**src/rtl/sbox_share_sched_pkg.sv**
```systemverilog
// Shared types, constants and GF(2^8) helpers for the time-shared S-box scheduler.
// The helpers also back the reference sbox_inv_lut that the scheduler drives.
package sbox_share_sched_pkg;

    localparam int   LANE_W   = 8;
    localparam logic SBOX_FWD = 1'b1;
    localparam logic SBOX_INV = 1'b0;

    typedef enum logic [1:0] {
        ST_IDLE = 2'd0,
        ST_SUB  = 2'd1,
        ST_DONE = 2'd2
    } state_e;

    // AES field multiply, reduction polynomial x^8 + x^4 + x^3 + x + 1.
    function automatic logic [7:0] gf_mul(input logic [7:0] a, input logic [7:0] b);
        logic [7:0] acc;
        logic [7:0] sh;
        acc = 8'h00;
        sh  = a;
        for (int i = 0; i < 8; i++) begin
            if (b[i]) begin
                acc = acc ^ sh;
            end
            sh = {sh[6:0], 1'b0} ^ (sh[7] ? 8'h1B : 8'h00);
        end
        return acc;
    endfunction

    // Multiplicative inverse as a^254; zero maps to zero without special casing.
    function automatic logic [7:0] gf_inv(input logic [7:0] a);
        logic [7:0] r;
        logic [7:0] p;
        logic [7:0] e;
        r = 8'h01;
        p = a;
        e = 8'hFE;
        for (int i = 0; i < 8; i++) begin
            if (e[i]) begin
                r = gf_mul(r, p);
            end
            p = gf_mul(p, p);
        end
        return r;
    endfunction

    function automatic logic [7:0] affine_fwd(input logic [7:0] x);
        return x ^ {x[6:0], x[7]} ^ {x[5:0], x[7:6]} ^ {x[4:0], x[7:5]}
                 ^ {x[3:0], x[7:4]} ^ 8'h63;
    endfunction

    function automatic logic [7:0] affine_inv(input logic [7:0] x);
        return {x[6:0], x[7]} ^ {x[4:0], x[7:5]} ^ {x[1:0], x[7:2]} ^ 8'h05;
    endfunction

endpackage

```
**src/rtl/sbox_share_sched_rr_arbiter.sv**
```systemverilog
// Combinational round-robin arbiter: first set request at or above ptr, wrapping.
module rr_arbiter #(
    parameter int NUM_REQ = 2,
    parameter int IDX_W   = (NUM_REQ > 1) ? $clog2(NUM_REQ) : 1
) (
    input  logic [NUM_REQ-1:0] req,
    input  logic [IDX_W-1:0]   ptr,
    output logic [NUM_REQ-1:0] grant,
    output logic [IDX_W-1:0]   grant_idx
);

    logic found;
    int   idx;

    always_comb begin
        grant     = '0;
        grant_idx = '0;
        found     = 1'b0;
        idx       = 0;
        for (int k = 0; k < NUM_REQ; k++) begin
            idx = (int'(ptr) + k) % NUM_REQ;
            if (!found && req[IDX_W'(idx)]) begin
                grant[IDX_W'(idx)] = 1'b1;
                grant_idx          = IDX_W'(idx);
                found              = 1'b1;
            end
        end
    end

endmodule

```
**src/rtl/sbox_share_sched.sv**
```systemverilog
// Round-robin scheduler that streams request words byte-by-byte through one
// external S-box and returns the assembled result to the owning requester.
module sbox_share_sched
    import sbox_share_sched_pkg::*;
#(
    parameter int NUM_REQ    = 2,
    parameter int WORD_BYTES = 4
) (
    input  logic                           clk,
    input  logic                           reset_n,
    input  logic [NUM_REQ-1:0]             req_valid,
    output logic [NUM_REQ-1:0]             req_ready,
    input  logic [NUM_REQ-1:0]             req_encrypt,
    input  logic [NUM_REQ*WORD_BYTES*8-1:0] req_word,
    output logic [NUM_REQ-1:0]             resp_valid,
    input  logic [NUM_REQ-1:0]             resp_ready,
    output logic [WORD_BYTES*8-1:0]        resp_word,
    output logic                           sbox_encrypt,
    output logic [7:0]                     sbox_byte_in,
    input  logic [7:0]                     sbox_byte_out,
    output logic                           busy
);

    localparam int WORD_W = WORD_BYTES * LANE_W;
    localparam int IDX_W  = (NUM_REQ > 1) ? $clog2(NUM_REQ) : 1;
    localparam int CNT_W  = (WORD_BYTES > 1) ? $clog2(WORD_BYTES) : 1;

    state_e             state_q, state_d;
    logic [IDX_W-1:0]   rr_ptr_q, rr_ptr_d;
    logic [IDX_W-1:0]   owner_q, owner_d;
    logic               dir_q, dir_d;
    logic [WORD_W-1:0]  word_q, word_d;
    logic [WORD_W-1:0]  result_q, result_d;
    logic [CNT_W-1:0]   cnt_q, cnt_d;

    logic [NUM_REQ-1:0] grant;
    logic [IDX_W-1:0]   grant_idx;

    rr_arbiter #(
        .NUM_REQ (NUM_REQ),
        .IDX_W   (IDX_W)
    ) u_arb (
        .req       (req_valid),
        .ptr       (rr_ptr_q),
        .grant     (grant),
        .grant_idx (grant_idx)
    );

    // NOTE: every variable gets a default before the case so no path leaves one
    // unassigned; otherwise synthesis infers a latch.
    always_comb begin
        state_d      = state_q;
        rr_ptr_d     = rr_ptr_q;
        owner_d      = owner_q;
        dir_d        = dir_q;
        word_d       = word_q;
        result_d     = result_q;
        cnt_d        = cnt_q;
        req_ready    = '0;
        resp_valid   = '0;
        sbox_encrypt = SBOX_FWD;
        sbox_byte_in = '0;

        unique case (state_q)
            ST_IDLE: begin
                req_ready = grant;
                if (|grant) begin
                    owner_d  = grant_idx;
                    dir_d    = req_encrypt[grant_idx];
                    word_d   = req_word[grant_idx*WORD_W +: WORD_W];
                    cnt_d    = '0;
                    rr_ptr_d = (grant_idx == IDX_W'(NUM_REQ - 1)) ? '0 : grant_idx + 1'b1;
                    state_d  = ST_SUB;
                end
            end
            ST_SUB: begin
                sbox_encrypt                     = dir_q;
                sbox_byte_in                     = word_q[cnt_q*LANE_W +: LANE_W];
                result_d[cnt_q*LANE_W +: LANE_W] = sbox_byte_out;
                cnt_d                            = cnt_q + 1'b1;
                if (cnt_q == CNT_W'(WORD_BYTES - 1)) begin
                    state_d = ST_DONE;
                end
            end
            ST_DONE: begin
                // Only the owner's resp_ready can retire the response.
                resp_valid[owner_q] = 1'b1;
                if (resp_ready[owner_q]) begin
                    state_d = ST_IDLE;
                end
            end
            default: state_d = ST_IDLE;
        endcase
    end

    // NOTE: state registers use non-blocking assignment so every flop samples
    // the pre-edge values regardless of statement order.
    always_ff @(posedge clk) begin
        if (!reset_n) begin
            state_q  <= ST_IDLE;
            rr_ptr_q <= '0;
            owner_q  <= '0;
            dir_q    <= SBOX_FWD;
            cnt_q    <= '0;
            // NOTE: the datapath words are cleared as well so resp_word and the
            // S-box inputs come out of reset at a known zero, not stale data.
            word_q   <= '0;
            result_q <= '0;
        end else begin
            state_q  <= state_d;
            rr_ptr_q <= rr_ptr_d;
            owner_q  <= owner_d;
            dir_q    <= dir_d;
            cnt_q    <= cnt_d;
            word_q   <= word_d;
            result_q <= result_d;
        end
    end

    assign resp_word = (state_q == ST_DONE) ? result_q : '0;
    assign busy      = (state_q != ST_IDLE);

endmodule

```
**config.mk**
```make
export PLATFORM = sky130hd
export DESIGN_NAME = sbox_share_sched
export DESIGN_NICKNAME = d
export VERILOG_FILES = /design/src/rtl/sbox_share_sched_pkg.sv /design/src/rtl/sbox_share_sched_rr_arbiter.sv /design/src/rtl/sbox_share_sched.sv
export SDC_FILE = /design/constraint.sdc
export NUM_CORES = 1
export LEC_CHECK = 0
export CAP_MARGIN = 0
export CORE_ASPECT_RATIO = 0.5
export CORE_UTILIZATION = 45
export DETAILED_ROUTE_END_ITERATION = 7
export GPL_TIMING_DRIVEN = 0
export HOLD_SLACK_MARGIN = 0.03
export PLACE_DENSITY_LB_ADDON = 0.05
export SYNTH_ARGS = -nofsm -noshare
export SYNTH_HDL_FRONTEND = slang
export SYNTH_SLANG_ARGS = --single-unit
```
**constraint.sdc**
```tcl
create_clock -name clk -period 3.4 [get_ports clk]
set_input_delay 0.68 -clock clk [delete_from_list [all_inputs] [get_ports clk]]
set_output_delay 0.68 -clock clk [all_outputs]
set_load 0.05 [all_outputs]
```
==> results of run 1 <==
==> cell usage in the layout (no fill, tap or decap), types with 3 or more instances in the layout <==
cell type	instances
a21boi_0	11
a21boi_2	25
a22o_1	16
and2_1	41
buf_2	8
buf_6	3
clkbuf_1	13
clkbuf_16	9
clkdlybuf4s50_1	84
dfxtp_1	71
dlymetal6s2s_1	3
ha_1	6
inv_1	3
mux4_2	8
nand2_1	82
nand2b_1	4
nand3_1	10
nand4_1	3
nor2b_1	4
nor3b_1	3
o21ai_0	6
o22ai_1	6
==> state kept, by name, summed over array words and instances, names as in the netlist <==
name,count
cnt_q,2
dir_q,1
owner_q,1
result_q,32
rr_ptr_q,1
state_q,2
word_q,32
==> cells by family (layout without fill, tap and decap cells) <==
group	count (synthesis)	in the layout	share of synthesized area, %
buf+inv	30	134	4.78
mux	9	9	5.76
flops	71	71	43.1
fa+ha+maj	6	6	2.27
simple gates	161	161	24.9
compound gates	72	72	19.1
other cells	1	1	0.114
==> per-stage QoR <==
| step | std cells | total power (uW) | setup TNS, ns | instance area (sq um) | util [%] |
|---|---|---|---|---|---|
| 2_1_floorplan | 350 | 1090 | 0 | 3300 | - |
| 3_3_place_gp | 531 | 1200 | -0.125 | 4310 | 62.6 |
| 3_5_place_dp | 531 | 1210 | -0.121 | 4310 | 62.6 |
| 4_1_cts | 546 | 2140 | 0 | 4600 | 66.9 |
| 5_1_grt | 546 | 2220 | 0 | 4610 | 67.0 |
| 6_report | 546 | 2130 | 0 | 4610 | 67.0 |
==> timing repair <==
action,CTS,global route
endpoints found under the setup margin,2,37
setup buffers,0,0
gates resized for setup,2,6
gates cloned,0,0
==> worst paths after layout <==
check,from,to,cells after the start
worst max-delay path,req_valid[0],req_ready[0],6
worst min-delay path,word_q[28],word_q[28],2
worst min register to register,word_q[28],word_q[28],2
worst max register to register,cnt_q[1],result_q[23],7
==> final cells by class <==
type / count / area share [%]
sequential: 71 / 30.8
buffer: 26 / 3.01
timing repair buffer: 89 / 19.4
multi-input combinational: 249 / 37.4
clock buffer: 12 / 5.56
inverter: 4 / 0.434
clock inverter: 3 / 0.922
tap: 92 / 2.49
==> where the power goes <==
group,internal (uW),switching (uW)
Sequential,872,21.5
Combinational,140,160
Clock,602,332
Total,1610,513
==> worst max-delay path, stage by stage <==
cell             delay [ns]
clkdlybuf4s50_1        0.48
or4b_1                 0.44
buf_4                  0.18
clkinv_4               0.10
buf_6                  0.14
dlygate4sd2_1          0.53
==> layer usage <==
| layer | global-route usage (%) | vias up | share of wire, % |
|---|---|---|---|
| met5 | 0 | - | 0 |
| met4 | 8.58 | 0 | 1.4 |
| met2 | 38.8 | 92 | 45 |
| met3 | 6.84 | 15 | 5.9 |
| li1 | - | 1387 | - |
| met1 | 31.2 | 1336 | 48 |
==> flow_summary.toml, run 1 <==
[worst_setup_path]
crit_path_start_kind = "input pin"
cp-end-kind = "output port"
arrival_ns = 2.55
required_ns = 2.72
crit_path_max_fanout = 10
path_class = "input pin to output port"
rrSetupSlack_ns = 0.84

[layout]
multi_input_area_sq_um = 1720
antenna_cells = 0
nFillCells = 554
regArea_sq_um = 1420
syn_to_final_growth_pct = 39.8
nets = 536
layout-drive-gt1-share_pct = 14.5

[global_route]
track_usage_pct = 24.2
grt_max_degree = 12
antenna_found_initial = 0
overflow = 0
grt_pass1_wl_um = 13900
grt_pass1_vias = 2869

[timing]
fin_ws_ns = 0.170
timing.final.crit_share_pct = 95.0
worst_pin_slew_ns = 0.743
rsz0062_at_grt = "false"
holdWs_ns = 0.458
setup_viol = 0
hold_violations = 0
drv_slew = 0
max_slew_margin_pct = 50.4
skew_ns = 0.00350
fmaxAchievable_mhz = 310
layout_min_cycle_time_ns = 3.23

[min_path]
min_path_type = "register to register"

[cts]
path_clk_slew_ns = 0.05
clock_latency_ns = 0.33
cts_made_buffers = 9
htreeDepth = 3
cts_sinks = 71
clockBufferDepth = 2
root_buffer = "clkbuf_16"
tritoncts = "yes"
hold_buffers = 0

[floorplan]
die_y_um = 62.6
die_w_um = 123
core_area_sq_um = 6880
start_util_pct = 47.9
die_area_sq_um = 7700
io_pins = 126
placementRows = 21

[yosys]
yosysMostFrequentCell = "nand2_1"
synth_warnings = 0
synth-seq-cells = 71
synth_ff_type = "dfxtp_1"
synth_nets = 436
synth_top_cells_by_count = "82 x nand2_1, 71 x dfxtp_1, 41 x and2_1"
synth_cell_types = 39
yosys.area.top_type = "dfxtp_1"
synth_top_area_share_pct = 43.1
syn_area_sq_um = 3300
synthTopCellsByArea = "dfxtp_1 43%, nand2_1 9.3%, a21boi_2 8.5%"
synth-edff-count = 0
synth_seq_area_share_pct = 43.1
syn_avg_cell_area_sq_um = 9.43
synthArstFlopShare_pct = 0
synthCells = 350

[power_and_ir_drop]
vdd_ir_drop_max_v = 0.000239
p_leak_uw = 0.00178
p_per_area_nw_per_um2 = 461

[placed_design]
pre_cts_ws_ns = -0.121
gp_congestion = 0.832
dp_hpwl_um = 6190
portBuffers = 89

[job]
drv_cap = 0

[route]
drc = 0
dr.pass1.iters = 4
routed-via-count = 2830
finalWirelength_um = 8590
wire_per_inst_um = 15.7
final_antenna_net_count = 0
drt_iter0_markers = 146
viasPerCell = 5.18

[run_status]
status = "finished, final reports clean"
No activity file was read; power rests on OpenSTA's default activity.
==> run 2: changes to the inputs <==
==> constraint.sdc (replaced) <==
create_clock -name clk -period 3.4 [get_ports clk]
set_input_delay 0.85 -clock clk [delete_from_list [all_inputs] [get_ports clk]]
set_output_delay 0.85 -clock clk [all_outputs]
set_load 0.05 [all_outputs]
==> run 2 against run 1 <==
Net effect: final cell count unchanged; critical path type unchanged; die area unchanged; sequential power about the same; largest cell class unchanged; register-to-register slack improved by 0.03 ns; fmax decreased by 2.4%; largest power group unchanged; sequential cell count unchanged; cell area increased by 0.95%; sequential share of layout area decreased by 0.29 points; critical endpoint unchanged; total power about the same; clock-buffer cell count unchanged; critical path depth unchanged; combinational power about the same.
==> flow_summary.toml, run 2 (synthesized netlist as in run 1, its figures left out) <==
[worst_setup_path]
setup.worst_path.end = "req_ready[0]"
crit_buf_inv = 5
critPathTopFamily = "buffers and inverters"
cp-end-kind = "output port"
arrival_ns = 2.46
path_class = "input pin to output port"
reg2reg_depth = 8
required_ns = 2.55
timing.rr.end = "result_q[22]"
worstReg2RegStart = "cnt_q[0]"
crit_path_start_kind = "input pin"
crit_path_max_fanout = 10
rrSetupSlack_ns = 0.87
critPathMaxStageDelay_ns = 0.48
crit_chain = "clkdlybuf4s50_1 -> or4b_1 -> buf_4 -> clkinv_4 -> buf_6 -> buf_2"
crit_start = "req_valid[0]"
path_depth = 6
slowest_stage = "clkdlybuf4s50_1"

[global_route]
grt_max_degree = 12
antenna_found_initial = 0
grt_pass1_vias = 2873
grt_pass1_wl_um = 14000
overflow = 0
track_usage_pct = 24.2

[placed_design]
portBuffers = 89
pre_cts_ws_ns = -0.461
gp_congestion = 0.832
dp_hpwl_um = 6190

[power_and_ir_drop]
internal_power_uw = 1610
clkPwrFrac_pct = 43.9
power_frac_comb_pct = 14.1
p_leak_uw = 0.00219
p_seq_share_pct = 42.0
p_switching_uw = 515
p_per_area_nw_per_um2 = 457
p_sw_share_pct = 24.2
vdd_ir_drop_max_v = 0.000240

[cts]
clock_latency_ns = 0.33
path_clk_slew_ns = 0.05
root_buffer = "clkbuf_16"
clockBufferDepth = 2
cts_made_buffers = 9
tritoncts = "yes"
cts_sinks = 71
hold_buffers = 0
postCtsSetupBuffers = 0
htreeDepth = 3

[layout]
final_common_cell = "nand2_1"
largestRegisters = "result_q x32, word_q x32"
syn_to_final_growth_pct = 41.1
nets = 536
nFillCells = 547
final_cell_mix = "82 x nand2_1, 71 x dfxtp_1, 58 x clkdlybuf4s50_1, 41 x and2_1, 25 x a21boi_2"
layout-drive-gt1-share_pct = 15.2
antenna_cells = 0

[run_status]
status = "finished, final reports clean"

[timing]
worst_pin_slew_ns = 0.760
hold_violations = 0
layout_min_cycle_time_ns = 3.31
fmaxAchievable_mhz = 302
timing.final.crit_share_pct = 97.3
fin_ws_ns = 0.0920
rsz0062_at_grt = "false"
holdWs_ns = 0.458
setup_viol = 0
skew_ns = 0.00502
max_slew_margin_pct = 49.2
drv_slew = 0

[route]
dr.pass1.iters = 4
final_antenna_net_count = 0
drc = 0
finalWirelength_um = 8620
viasPerCell = 5.23
routed-via-count = 2857
wire_per_inst_um = 15.8
drt_iter0_markers = 130

[floorplan]
start_util_pct = 47.9
io_pins = 126
placementRows = 21
core_area_sq_um = 6880
die_y_um = 62.6
die_area_sq_um = 7700
die_w_um = 123

[min_path]
min_path_type = "register to register"

[job]
drv_cap = 0
run 2: area by class of cell:
| cell class | count | area, sq um | area share, % |
|---|---|---|---|
| Multi-Input combinational cell | 249 | 1720 | 37.0 |
| Sequential cell | 71 | 1420 | 30.5 |
| Timing Repair Buffer | 89 | 935 | 20.1 |
| Clock buffer | 12 | 256 | 5.51 |
| Inverter | 4 | 20.0 | 0.430 |
| Buffer | 26 | 144 | 3.09 |
| Tap cell | 92 | 115 | 2.47 |
| Clock inverter | 3 | 42.5 | 0.913 |
run 2: worst min-delay path by stage:
stage | start | endpoint | slack (ns) | cells past startpoint
finish | word_q[28] | word_q[28] | 0.46 | 2
global route | word_q[28] | word_q[28] | 0.48 | 2
CTS | word_q[28] | word_q[28] | 0.46 | 2
detailed placement | result_q[2] | result_q[2] | 0.45 | 1
global placement | dir_q | dir_q | 0.44 | 2
floorplan | dir_q | dir_q | 0.43 | 2
run 2: power groups by stage:
stage                     Sequential (uW)  Combinational, uW  Clock (uW)
after floorplan                       902                191           0
after global placement                908                292           0
after detailed placement              910                301           0
after CTS                             892                300         949
after global routing                  897                324         993
final                                 893                300         935
run 2: metal layers:
layer / up-vias / global-route usage (%) / routed length, um
met5: - / 0 / 0
met4: 0 / 8.58 / 127
met3: 14 / 6.84 / 441
met2: 90 / 38.8 / 3940
met1: 1366 / 31.2 / 4110
li1: 1387 / - / -
run 2: worst reg2reg max path: cells and delay by family (launching register included):
family / cells / cell delay (ns)
AND/OR/NAND/NOR: 2 / 0.61
AO/OA/AOI/OAI: 1 / 0.21
adder cells (fa/ha/maj): 1 / 0.29
flip-flops: 1 / 0.41
buffers and inverters: 4 / 0.95
run 2: stage by stage:
step	instance area, sq um	setup TNS (ns)	util, %	total power (uW)	cells
floorplan	3300	0	-	1090	350
finish	4660	0	67.7	2130	546
global route	4660	0	67.7	2210	546
detailed placement	4310	-0.461	62.6	1210	531
CTS	4600	0	66.8	2140	546
global placement	4310	-0.465	62.6	1200	531
run 2: timing repair:
action | CTS | global route
endpoints found under the setup margin | 39 | 31
gates resized for setup | 14 | 28
endpoints found under the hold margin | 0 | 0
==> run 3: changes to the inputs <==
Settings changed: SETUP_SLACK_MARGIN set to 0.02, SKIP_CTS_REPAIR_TIMING set to 1.
==> run 3 against run 2 <==
Net effect: wire length barely moved; critical path depth did not move; final cell count did not move; largest power group unchanged.
==> flow_summary.toml, run 3 (synthesized netlist as in run 1, its figures left out) <==
[worst_setup_path]
required_ns = 2.55
critPathMaxStageDelay_ns = 0.48
rrSetupSlack_ns = 0.88
crit_path_start_kind = "input pin"
timing.rr.end = "result_q[22]"
worstReg2RegStart = "cnt_q[0]"
crit_chain = "clkdlybuf4s50_1 -> or4b_1 -> buf_4 -> clkinv_4 -> buf_6 -> buf_2"
slowest_stage = "clkdlybuf4s50_1"
crit_path_max_fanout = 10
path_class = "input pin to output port"
arrival_ns = 2.46
cp-end-kind = "output port"
reg2reg_depth = 8

[min_path]
min_path_cells = 2
min_path_type = "register to register"
worstHoldStart = "word_q[28]"
worstHoldEndpoint = "word_q[28]"

[power_and_ir_drop]
p_per_area_nw_per_um2 = 454
p_leak_uw = 0.00240
vdd_ir_drop_max_v = 0.000243

[route]
drc = 0
final_antenna_net_count = 0
wl_met2_um = 3970
wl_met3_um = 538
routed-via-count = 2865
met1_length_um = 4020
finalWirelength_um = 8620
wire_per_inst_um = 15.8
viasPerCell = 5.25
dr.pass1.iters = 4
top_layer = "met4"
drt_iter0_markers = 131

[timing]
max_slew_margin_pct = 50.5
layout_min_cycle_time_ns = 3.31
holdWs_ns = 0.458
setup_viol = 0
skew_ns = 0.00336
tns_ns = 0
hold_violations = 0
worst_pin_slew_ns = 0.740
timing.final.crit_share_pct = 97.3
drv_slew = 0
rsz0062_at_grt = "false"
fmaxAchievable_mhz = 302

[cts]
tritoncts = "yes"
clockBufferDepth = 2
clock_latency_ns = 0.33
cts_sinks = 71
path_clk_slew_ns = 0.05
htreeDepth = 3
root_buffer = "clkbuf_16"
cts_made_buffers = 9

[global_route]
track_usage_pct = 24.2
overflow = 0
grt_pass1_wl_um = 13900
grt_pass1_vias = 2869
grt_max_degree = 12
antenna_found_initial = 0

[layout]
layout-drive-gt1-share_pct = 15.2
antenna_cells = 0
largestRegisters = "result_q x32, word_q x32"
nFillCells = 541
final_common_cell = "nand2_1"
nets = 536
final_cell_mix = "82 x nand2_1, 71 x dfxtp_1, 52 x clkdlybuf4s50_1, 41 x and2_1, 36 x dlymetal6s2s_1"
syn_to_final_growth_pct = 42.3
fin_area_sq_um = 4700

[job]
drv_cap = 0

[placed_design]
portBuffers = 89
gp_congestion = 0.832
dp_hpwl_um = 6190
place_area_sq_um = 4310

[run_status]
status = "finished, final reports clean"

[floorplan]
die_w_um = 123
placementRows = 21
die_area_sq_um = 7700
die_y_um = 62.6
io_pins = 126
core_area_sq_um = 6880
start_util_pct = 47.9
==> run 3: cell count changes in the layout (fill, tap and decap cells not counted) <==
cell | before | now
dlymetal6s2s_1 | 23 | 36
dlygate4sd2_1 | 7 | 0
buf_2 | 8 | 9
clkdlybuf4s50_1 | 58 | 52
clkbuf_4 | 1 | 0
==> run 3: per-stage QoR <==
step | power (uW) | setup slack (ns) | cells | utilization, %
floorplan | 1090 | 0.861 | 350 | -
global placement | 1200 | -0.465 | 531 | 62.6
detailed placement | 1210 | -0.461 | 531 | 62.6
CTS | 2140 | -0.450 | 546 | 66.9
global route | 2220 | 0.0268 | 546 | 68.2
finish | 2130 | 0.0921 | 546 | 68.2
==> run 3: final cells by class <==
class	count	area, sq um	share of cell area [%]
Buffer	26	141	3.01
Clock buffer	12	256	5.46
Clock inverter	3	42.5	0.906
Inverter	4	20.0	0.426
Multi-Input combinational cell	249	1720	36.7
Sequential cell	71	1420	30.3
Tap cell	92	115	2.45
Timing Repair Buffer	89	976	20.8
==> run 3: how the worst max path moves through the flow <==
| stage | from | slack (ns) | to | cells after the start |
|---|---|---|---|---|
| after global routing | req_valid[0] | 0.03 | req_ready[0] | 6 |
| after global placement | req_valid[0] | -0.46 | req_ready[0] | 6 |
| after CTS | req_valid[0] | -0.45 | req_ready[0] | 6 |
| after detailed placement | req_valid[0] | -0.46 | req_ready[0] | 6 |
| final | req_valid[0] | 0.09 | req_ready[0] | 6 |
| after floorplan | req_valid[0] | 0.86 | req_ready[0] | 4 |
==> run 3: where the power goes <==
group / leakage, uW / switching [uW] / internal, uW / total (uW)
registers: 0.000578 / 21.7 / 872 / 893
logic: 0.00168 / 160 / 140 / 299
clock network: 0.000145 / 336 / 602 / 938
total: 0.00240 / 517 / 1610 / 2130
==> run 3: critical path, delay by kind of cell <==
family / cells / cell delay (ns)
simple gates: 1 / 0.44
buf+inv: 5 / 1.16
==> run 3: routing by layer <==
layer	vias up	GRT usage [%]
li1	1388	-
met1	1368	31.2
met2	98	38.7
met3	11	6.84
met4	0	8.58
met5	-	0
